===== config.mk =====
export PLATFORM = sky130hd
export DESIGN_NAME = jtag_tap_param
export DESIGN_NICKNAME = d
export VERILOG_FILES = /design/src/rtl/jtag_tap_param.sv
export SDC_FILE = /design/constraint.sdc
export NUM_CORES = 1
export LEC_CHECK = 0
export CORE_MARGIN = 4
export CORE_UTILIZATION = 42
export DETAILED_ROUTE_END_ITERATION = 12
export GPL_TIMING_DRIVEN = 0
export PLACE_DENSITY = 0.78
export SKIP_LAST_GASP = 1
export SLEW_MARGIN = 10
export SYNTH_ARGS = -nofsm -noshare
export SYNTH_HDL_FRONTEND = slang
export SYNTH_SLANG_ARGS = --single-unit

===== constraint.sdc =====
create_clock -name TCK -period 1.91 [get_ports TCK]
set_input_delay 0.573 -clock TCK [delete_from_list [all_inputs] [get_ports TCK]]
set_output_delay 0.573 -clock TCK [all_outputs]
set_load 0.005 [all_outputs]

===== src/rtl/jtag_tap_param.sv =====
// jtag_tap_param: parametrised 1149.1 TAP with IDCODE, user data
// registers and IJTAG pass-through; TDO is retimed on falling TCK.
module jtag_tap_param #(
    parameter int                  IR_WIDTH     = 5,
    parameter logic [31:0]         IDCODE_VAL   = 32'h1CAFE0BF,
    parameter int                  NUM_UDR      = 4,
    parameter int                  UDR_WIDTH    = 32,
    parameter logic [IR_WIDTH-1:0] UDR_IR_BASE  = 5'h08,
    parameter logic [NUM_UDR-1:0]  UDR_CAP_MASK = 4'b1010,
    parameter logic [IR_WIDTH-1:0] IJTAG_IR     = 5'h10
) (
    input  logic                         TCK,
    input  logic                         TRST_n,
    input  logic                         TMS,
    input  logic                         TDI,
    output logic                         TDO,
    output logic                         TDO_en,
    output logic [3:0]                   tap_state,
    output logic [IR_WIDTH-1:0]          ir_q,
    output logic [NUM_UDR*UDR_WIDTH-1:0] udr_q,
    input  logic [NUM_UDR*UDR_WIDTH-1:0] udr_rdata,
    output logic [NUM_UDR-1:0]           udr_upd_stb,
    output logic                         ijtag_select,
    output logic                         ijtag_capture,
    output logic                         ijtag_shift,
    output logic                         ijtag_update,
    output logic                         ijtag_tdi,
    input  logic                         ijtag_tdo
);

    localparam int DRW = (UDR_WIDTH > 32) ? UDR_WIDTH : 32;

    typedef enum logic [3:0] {
        S_TLR, S_RTI, S_SEL_DR, S_CAP_DR,
        S_SH_DR, S_EX1_DR, S_PA_DR, S_EX2_DR,
        S_UPD_DR, S_SEL_IR, S_CAP_IR, S_SH_IR,
        S_EX1_IR, S_PA_IR, S_EX2_IR, S_UPD_IR
    } state_t;

    state_t                         r_state;
    state_t                         w_next;
    logic [IR_WIDTH-1:0]            r_ir_sr;
    logic [IR_WIDTH-1:0]            r_ir;
    logic [DRW-1:0]                 r_dr;
    logic                           r_bypass;
    logic [NUM_UDR*UDR_WIDTH-1:0]   r_udr;
    logic                           r_tdo;
    logic                           r_tdo_en;

    logic [NUM_UDR-1:0]             w_udr_sel;
    logic                           w_udr_any;
    logic                           w_idcode;
    logic                           w_ijtag;
    logic                           w_cap_dr;
    logic                           w_sh_dr;
    logic                           w_upd_dr;
    logic [DRW-1:0]                 w_dr_cap;
    logic [DRW-1:0]                 w_dr_shift;
    logic                           w_dr_lsb;

    always_ff @(posedge TCK or negedge TRST_n) begin
        if (!TRST_n) r_state <= S_TLR;
        else         r_state <= w_next;
    end

    always_comb begin
        w_next = S_TLR;
        unique case (r_state)
            S_TLR:    w_next = TMS ? S_TLR    : S_RTI;
            S_RTI:    w_next = TMS ? S_SEL_DR : S_RTI;
            S_SEL_DR: w_next = TMS ? S_SEL_IR : S_CAP_DR;
            S_CAP_DR: w_next = TMS ? S_EX1_DR : S_SH_DR;
            S_SH_DR:  w_next = TMS ? S_EX1_DR : S_SH_DR;
            S_EX1_DR: w_next = TMS ? S_UPD_DR : S_PA_DR;
            S_PA_DR:  w_next = TMS ? S_EX2_DR : S_PA_DR;
            S_EX2_DR: w_next = TMS ? S_UPD_DR : S_SH_DR;
            S_UPD_DR: w_next = TMS ? S_SEL_DR : S_RTI;
            S_SEL_IR: w_next = TMS ? S_TLR    : S_CAP_IR;
            S_CAP_IR: w_next = TMS ? S_EX1_IR : S_SH_IR;
            S_SH_IR:  w_next = TMS ? S_EX1_IR : S_SH_IR;
            S_EX1_IR: w_next = TMS ? S_UPD_IR : S_PA_IR;
            S_PA_IR:  w_next = TMS ? S_EX2_IR : S_PA_IR;
            S_EX2_IR: w_next = TMS ? S_UPD_IR : S_SH_IR;
            S_UPD_IR: w_next = TMS ? S_SEL_DR : S_RTI;
            default:  w_next = S_TLR;
        endcase
    end

    always_comb begin
        w_cap_dr      = (r_state == S_CAP_DR);
        w_sh_dr       = (r_state == S_SH_DR);
        w_upd_dr      = (r_state == S_UPD_DR);
        udr_upd_stb   = w_upd_dr ? w_udr_sel : '0;
        ijtag_capture = w_ijtag & w_cap_dr;
        ijtag_shift   = w_ijtag & w_sh_dr;
        ijtag_update  = w_ijtag & w_upd_dr;
    end

    // Unlisted opcodes fall through to bypass by selecting nothing else
    always_comb begin
        w_udr_sel = '0;
        for (int k = 0; k < NUM_UDR; k++)
            w_udr_sel[k] = (r_ir == UDR_IR_BASE + IR_WIDTH'(k));
    end

    assign w_udr_any = |w_udr_sel;
    assign w_idcode  = (r_ir == IR_WIDTH'(1));
    assign w_ijtag   = (r_ir == IJTAG_IR);

    always_comb begin
        w_dr_cap = '0;
        if (w_idcode) w_dr_cap[31:0] = IDCODE_VAL;
        for (int k = 0; k < NUM_UDR; k++) begin
            if (w_udr_sel[k])
                w_dr_cap[UDR_WIDTH-1:0] = UDR_CAP_MASK[k]
                    ? udr_rdata[k*UDR_WIDTH +: UDR_WIDTH]
                    : r_udr[k*UDR_WIDTH +: UDR_WIDTH];
        end
    end

    always_comb begin
        w_dr_shift = r_dr >> 1;
        if (w_udr_any) w_dr_shift[UDR_WIDTH-1] = TDI;
        else           w_dr_shift[31]          = TDI;
    end

    always_ff @(posedge TCK or negedge TRST_n) begin
        if (!TRST_n) begin
            r_ir_sr <= IR_WIDTH'(1);
            r_ir    <= IR_WIDTH'(1);
        end else begin
            if (r_state == S_CAP_IR)
                r_ir_sr <= IR_WIDTH'(1);
            else if (r_state == S_SH_IR)
                r_ir_sr <= {TDI, r_ir_sr[IR_WIDTH-1:1]};
            if (r_state == S_TLR)
                r_ir <= IR_WIDTH'(1);
            else if (r_state == S_UPD_IR)
                r_ir <= r_ir_sr;
        end
    end

    always_ff @(posedge TCK or negedge TRST_n) begin
        if (!TRST_n) begin
            r_dr     <= '0;
            r_bypass <= 1'b0;
            r_udr    <= '0;
        end else begin
            if (w_cap_dr) begin
                r_dr     <= w_dr_cap;
                r_bypass <= 1'b0;
            end else if (w_sh_dr) begin
                r_dr     <= w_dr_shift;
                r_bypass <= TDI;
            end
            for (int k = 0; k < NUM_UDR; k++) begin
                if (w_upd_dr && w_udr_sel[k])
                    r_udr[k*UDR_WIDTH +: UDR_WIDTH] <= r_dr[UDR_WIDTH-1:0];
            end
        end
    end

    assign w_dr_lsb = w_ijtag                ? ijtag_tdo :
                      (w_udr_any | w_idcode) ? r_dr[0]   : r_bypass;

    always_ff @(negedge TCK or negedge TRST_n) begin
        if (!TRST_n) begin
            r_tdo    <= 1'b0;
            r_tdo_en <= 1'b0;
        end else if (r_state == S_SH_IR) begin
            r_tdo    <= r_ir_sr[0];
            r_tdo_en <= 1'b1;
        end else if (r_state == S_SH_DR) begin
            r_tdo    <= w_dr_lsb;
            r_tdo_en <= 1'b1;
        end else begin
            r_tdo    <= 1'b0;
            r_tdo_en <= 1'b0;
        end
    end

    assign TDO          = r_tdo;
    assign TDO_en       = r_tdo_en;
    assign tap_state    = r_state;
    assign ir_q         = r_ir;
    assign udr_q        = r_udr;
    assign ijtag_select = w_ijtag;
    assign ijtag_tdi    = TDI;

endmodule


# Yosys cells after proc, flatten, opt, wreduce, memory -nomap -nowiden
# Cells that the tools add are included.
dict set report classes {
  n_eq_ne 21
  muxes 33
  bitwise 4
  n_reduce_logical 12
}
# op n
set ops {}
lappend ops {{two-way mux 32 bit} 6}
lappend ops {{one-hot mux 4 bit (12 select lines)} 1}
lappend ops {{equality test 4 bit (second input constant)} 8}
lappend ops {{two-way mux 29 bit} 1}
lappend ops {{equality test 5 x 4 -> 1 bit (second input constant)} 4}
lappend ops {{two-way mux 4 bit} 5}
lappend ops {{two-way mux 5 bit} 4}
lappend ops {{equality test 4 x 3 -> 1 bit (second input constant)} 4}
lappend ops {{two-way mux 1 bit} 11}
lappend ops {{equality test 4 x 2 -> 1 bit (second input constant)} 2}
lappend ops {{two-way mux 2 bit} 3}
lappend ops {{two-way mux 3 bit} 2}
lappend ops {{nonzero test 2 bit} 3}
lappend ops {{equality test 5 x 1 -> 1 bit (second input constant)} 1}
lappend ops {{equality test 5 bit (second input constant)} 1}
lappend ops {{equality test 4 x 1 -> 1 bit (second input constant)} 1}
lappend ops {{logical AND 1 bit} 4}
lappend ops {{logical NOT 4 bit} 1}
lappend ops {{OR reduction 2 bit} 2}
lappend ops {{OR reduction 4 bit} 1}
lappend ops {{AND 1 bit} 3}
lappend ops {{OR reduction 3 bit} 1}
lappend ops {{OR 1 bit} 1}
dict set report word_totals {
  ff_bits 177
  input_bits 133
  output_inout_bits 148
  elab_cells 81
}

# Longest topological paths before layout
dict set report depth {
  depth_word 7
  depth_mapped 6
  depth_no_buf 4
}

==> results.md <==
- Post-Place Setup Slack: -0.895 ns
- Num ports: ~280
- CTS tree: yes
- CTS Root Buffer Type: clkbuf_16
- Dominant cells by area after synthesis: dfrtp_1 (52%), mux2_2 (16%), o22ai_1 (3.5%)
- R2R Setup Slk: -0.68 ns
- Antenna violations before repair: 0
- Comb pwr share: 45.3%
- Setup WS post-layout: -0.686 ns
- Layout area overhead: 58.3%
- Critical Path End Type: primary output
- Post-route core utilization: about two thirds
- Clk pwr share: 21.3%
- EDFF count, synth: 0
- Max_cap viols: 0
- WL final: 31,800 µm
- Syn_nets: 843
- Top FF cell, synth: dfrtp_1
- Drt initial violations: about 730
- Register area share after synthesis: 53.4%
- Core area: between 15,000 and 20,000 µm²
- Final period util: 136%
- Slew @ Worst Pin: 0.671 ns
- DIE AREA: around 22,000 µm²
- Worst min-delay path class: in -> async
- First-pass GRT wire length: 45,900 µm
- Worst path required time: 1.34 ns
- Area leader, netlist: dfrtp_1
- Initial Util: about 43%
- Top-area cell type share of the netlist area: between 50% and 60%
- Routed wire length per instance: 23.9 µm
- Max-slew violations: 0
- Vias per cell: roughly 5.9
- Setup Skew: 0.0249 ns
- H-tree Lvls: 4
- Async SR Flop Fraction: 100%
- Sw Ratio: 37.1%
- Total CTS buffers: 17
- Headroom to the max-slew limit: 55.2%
- GR Util All Layers: 26.9%
- Final Hold Vio Count: 0
- Reg2reg end: TDO
- Clk sinks: 177
- IO Port Bufs: 216
- HPWL after DPL: between 15,000 and 20,000 µm
- Worst-skew pair later-pin latency: 0.43 ns
- Seq pwr share: around a third
- Remaining DRCs: 0
- Worst path arrival time: 2.02 ns
- Die H: 149 µm
- Minimum period implied by the final worst setup slack: 2.60 ns
- Top cells by count, synth: dfrtp_1 (173), mux2_2 (118), o22ai_1 (47), o21ai_0 (46), a21oi_1 (41)
- Vias: 7,840
- NumNets Final: 1,180
- CTS clk-pin slew, worst paths: ~0.070 ns
- Hold buffer count at cts: 0
- Clock Tree Buf Depth: 2
- Cell Rows: 51
- Power per standard cell area: 1290 nW/µm²
- Post-Syn Area per Cell: 11.7 µm²
- Most numerous cell in the Yosys netlist: dfrtp_1
- Layout cells sized above 1: 36.6%
- Drt pass-1 iters: 5
- RSZ-0062 raised after global routing: true
- Post-Layout Cell Count: 1,326
- Die Wd: between 100 and 150 µm
- GP Congestion: just under 0.9
- Mapped Area: 8300 µm²
- Largest net degree at the start of global routing: 96
- Post-route antenna net violation count: 0
- Cell variety after synth: 49
- Worst Path Max Fanout: 3
- Total gr overflow: 0
- P_leak: 7.10 nW
- Kind of critical path: reg -> out
- F_max: 385 MHz
- Maximum VDD drop: 804 µV
- Worst reg2reg path depth: 5
- Number of global-route vias before repair: between 7k and 8k
- Cell-internal power: 10.6 mW
- Warnings from Yosys: 0
- Endpoints failing setup: approximately 160
- Outcome: finished, violations left
- Placed Cells: approximately 1.2k
- Failing checks: setup timing
- Post-Syn Instances: 710
- Worst reg2reg startpoint: ir_q[0]
- Psw: 6.28 mW
- Startpoint types: flop
- Register bit count reported by yosys: between 150 and 200
registers in the layout, summed over array words and instances (netlist names):
| name | flops |
|---|---|
| tap_state | 4 |
| r_ir_sr | 5 |
| TDO | 1 |
| r_dr | 32 |
| r_bypass | 1 |
| udr_q | 128 |
| TDO_en | 1 |
| ir_q | 5 |
area by class of cell:
| type | count | area [µm²] |
|---|---|---|
| tap | 265 | 332 |
| timing repair buffer | 321 | 3400 |
| buffer | 55 | 510 |
| fill | 1392 | 6320 |
| inverter | 9 | 43.8 |
| clock buffer | 20 | 437 |
| multi-input combinational | 466 | 3830 |
| antenna | 1 | 2.50 |
| clock inverter | 12 | 156 |
| sequential | 177 | 4440 |
cells in the final DEF (no fill, tap or decap), types with 13 or more instances in the layout:
cell	synthesis	layout
a21boi_0	20	16
a21oi_1	41	36
buf_2	21	13
buf_4	3	73
buf_6	7	29
clkbuf_16	0	21
clkbuf_2	0	15
clkdlybuf4s50_1	0	134
dfrtp_1	173	169
dlymetal6s2s_1	0	64
mux2_2	118	114
mux2_4	0	16
nand2_1	35	34
nor2_1	29	27
nor3_1	23	17
o21ai_0	46	42
o22ai_1	47	36
o32a_1	19	19
power by group through the flow:
stage | clock (mW) | sequential [mW] | combinational [mW]
CTS | 3.62 | 5.58 | 6.88
global placement | 0 | 5.61 | 5.52
finish | 3.60 | 5.66 | 7.66
detailed placement | 0 | 5.64 | 5.64
global route | 3.76 | 5.76 | 8.13
floorplan | 0 | 5.31 | 3.46
worst max-delay path: stages, from the launching register on:
cell	delay, ns
dfrtp_2	0.43
buf_6	0.13
buf_6	0.12
or3b_4	0.41
nor2_4	0.15
nand2_4	0.09
buf_12	0.16
clkinv_4	0.04
buf_6	0.08
worst max path at each step:
| stage | start | endpoint | slack, ns | depth (start not counted) |
|---|---|---|---|---|
| 2_1_floorplan | ir_q[2] | TDO | -0.62 | 4 |
| 3_3_place_gp | TRST_n | TDO | -7.83 | 1 |
| 3_5_place_dp | tap_state[2] | udr_upd_stb[0] | -0.90 | 6 |
| 4_1_cts | ir_q[4] | udr_upd_stb[0] | -0.67 | 7 |
| 5_1_grt | ir_q[2] | udr_upd_stb[1] | -0.72 | 8 |
| 6_report | ir_q[2] | udr_upd_stb[1] | -0.69 | 8 |
metrics by stage:
stage / TNS [ns] / instance area, µm² / power [mW] / hold slack [ns]
2_1_floorplan: -1.14 / 8340 / 8.77 / 0.277
3_3_place_gp: -1287.07 / 10800 / 11.1 / 0.466
3_5_place_dp: -27.62 / 10900 / 11.3 / 0.481
4_1_cts: -24.88 / 12400 / 16.1 / 0.153
5_1_grt: -36.62 / 13100 / 17.7 / 0.173
6_report: -29.41 / 13100 / 16.9 / 0.119
timing repair:
| item | in CTS | in global routing |
|---|---|---|
| cloned | 5 | 4 |
| endpoints found under the setup margin | 200 | 260 |
| gates resized for setup | 179 | 150 |
| pin swaps | 47 | 10 |
| buffers inserted | 53 | 50 |
layer usage:
layer	routed length, µm	vias to the layer above	GRT usage, %
li1	-	3336	-
met1	12400	3948	35.7
met2	15500	463	44.0
met3	2620	93	5.82
met4	1190	0	9.24
met5	0	-	0
cell families after synthesis:
family / share of synthesized area (%)
flops: 53.4
simple gates: 7.14
buf+inv: 4.11
mux: 19.6
xor+xnor: 0.105
compound gates: 15.7
(Power assumes the default switching activity.)
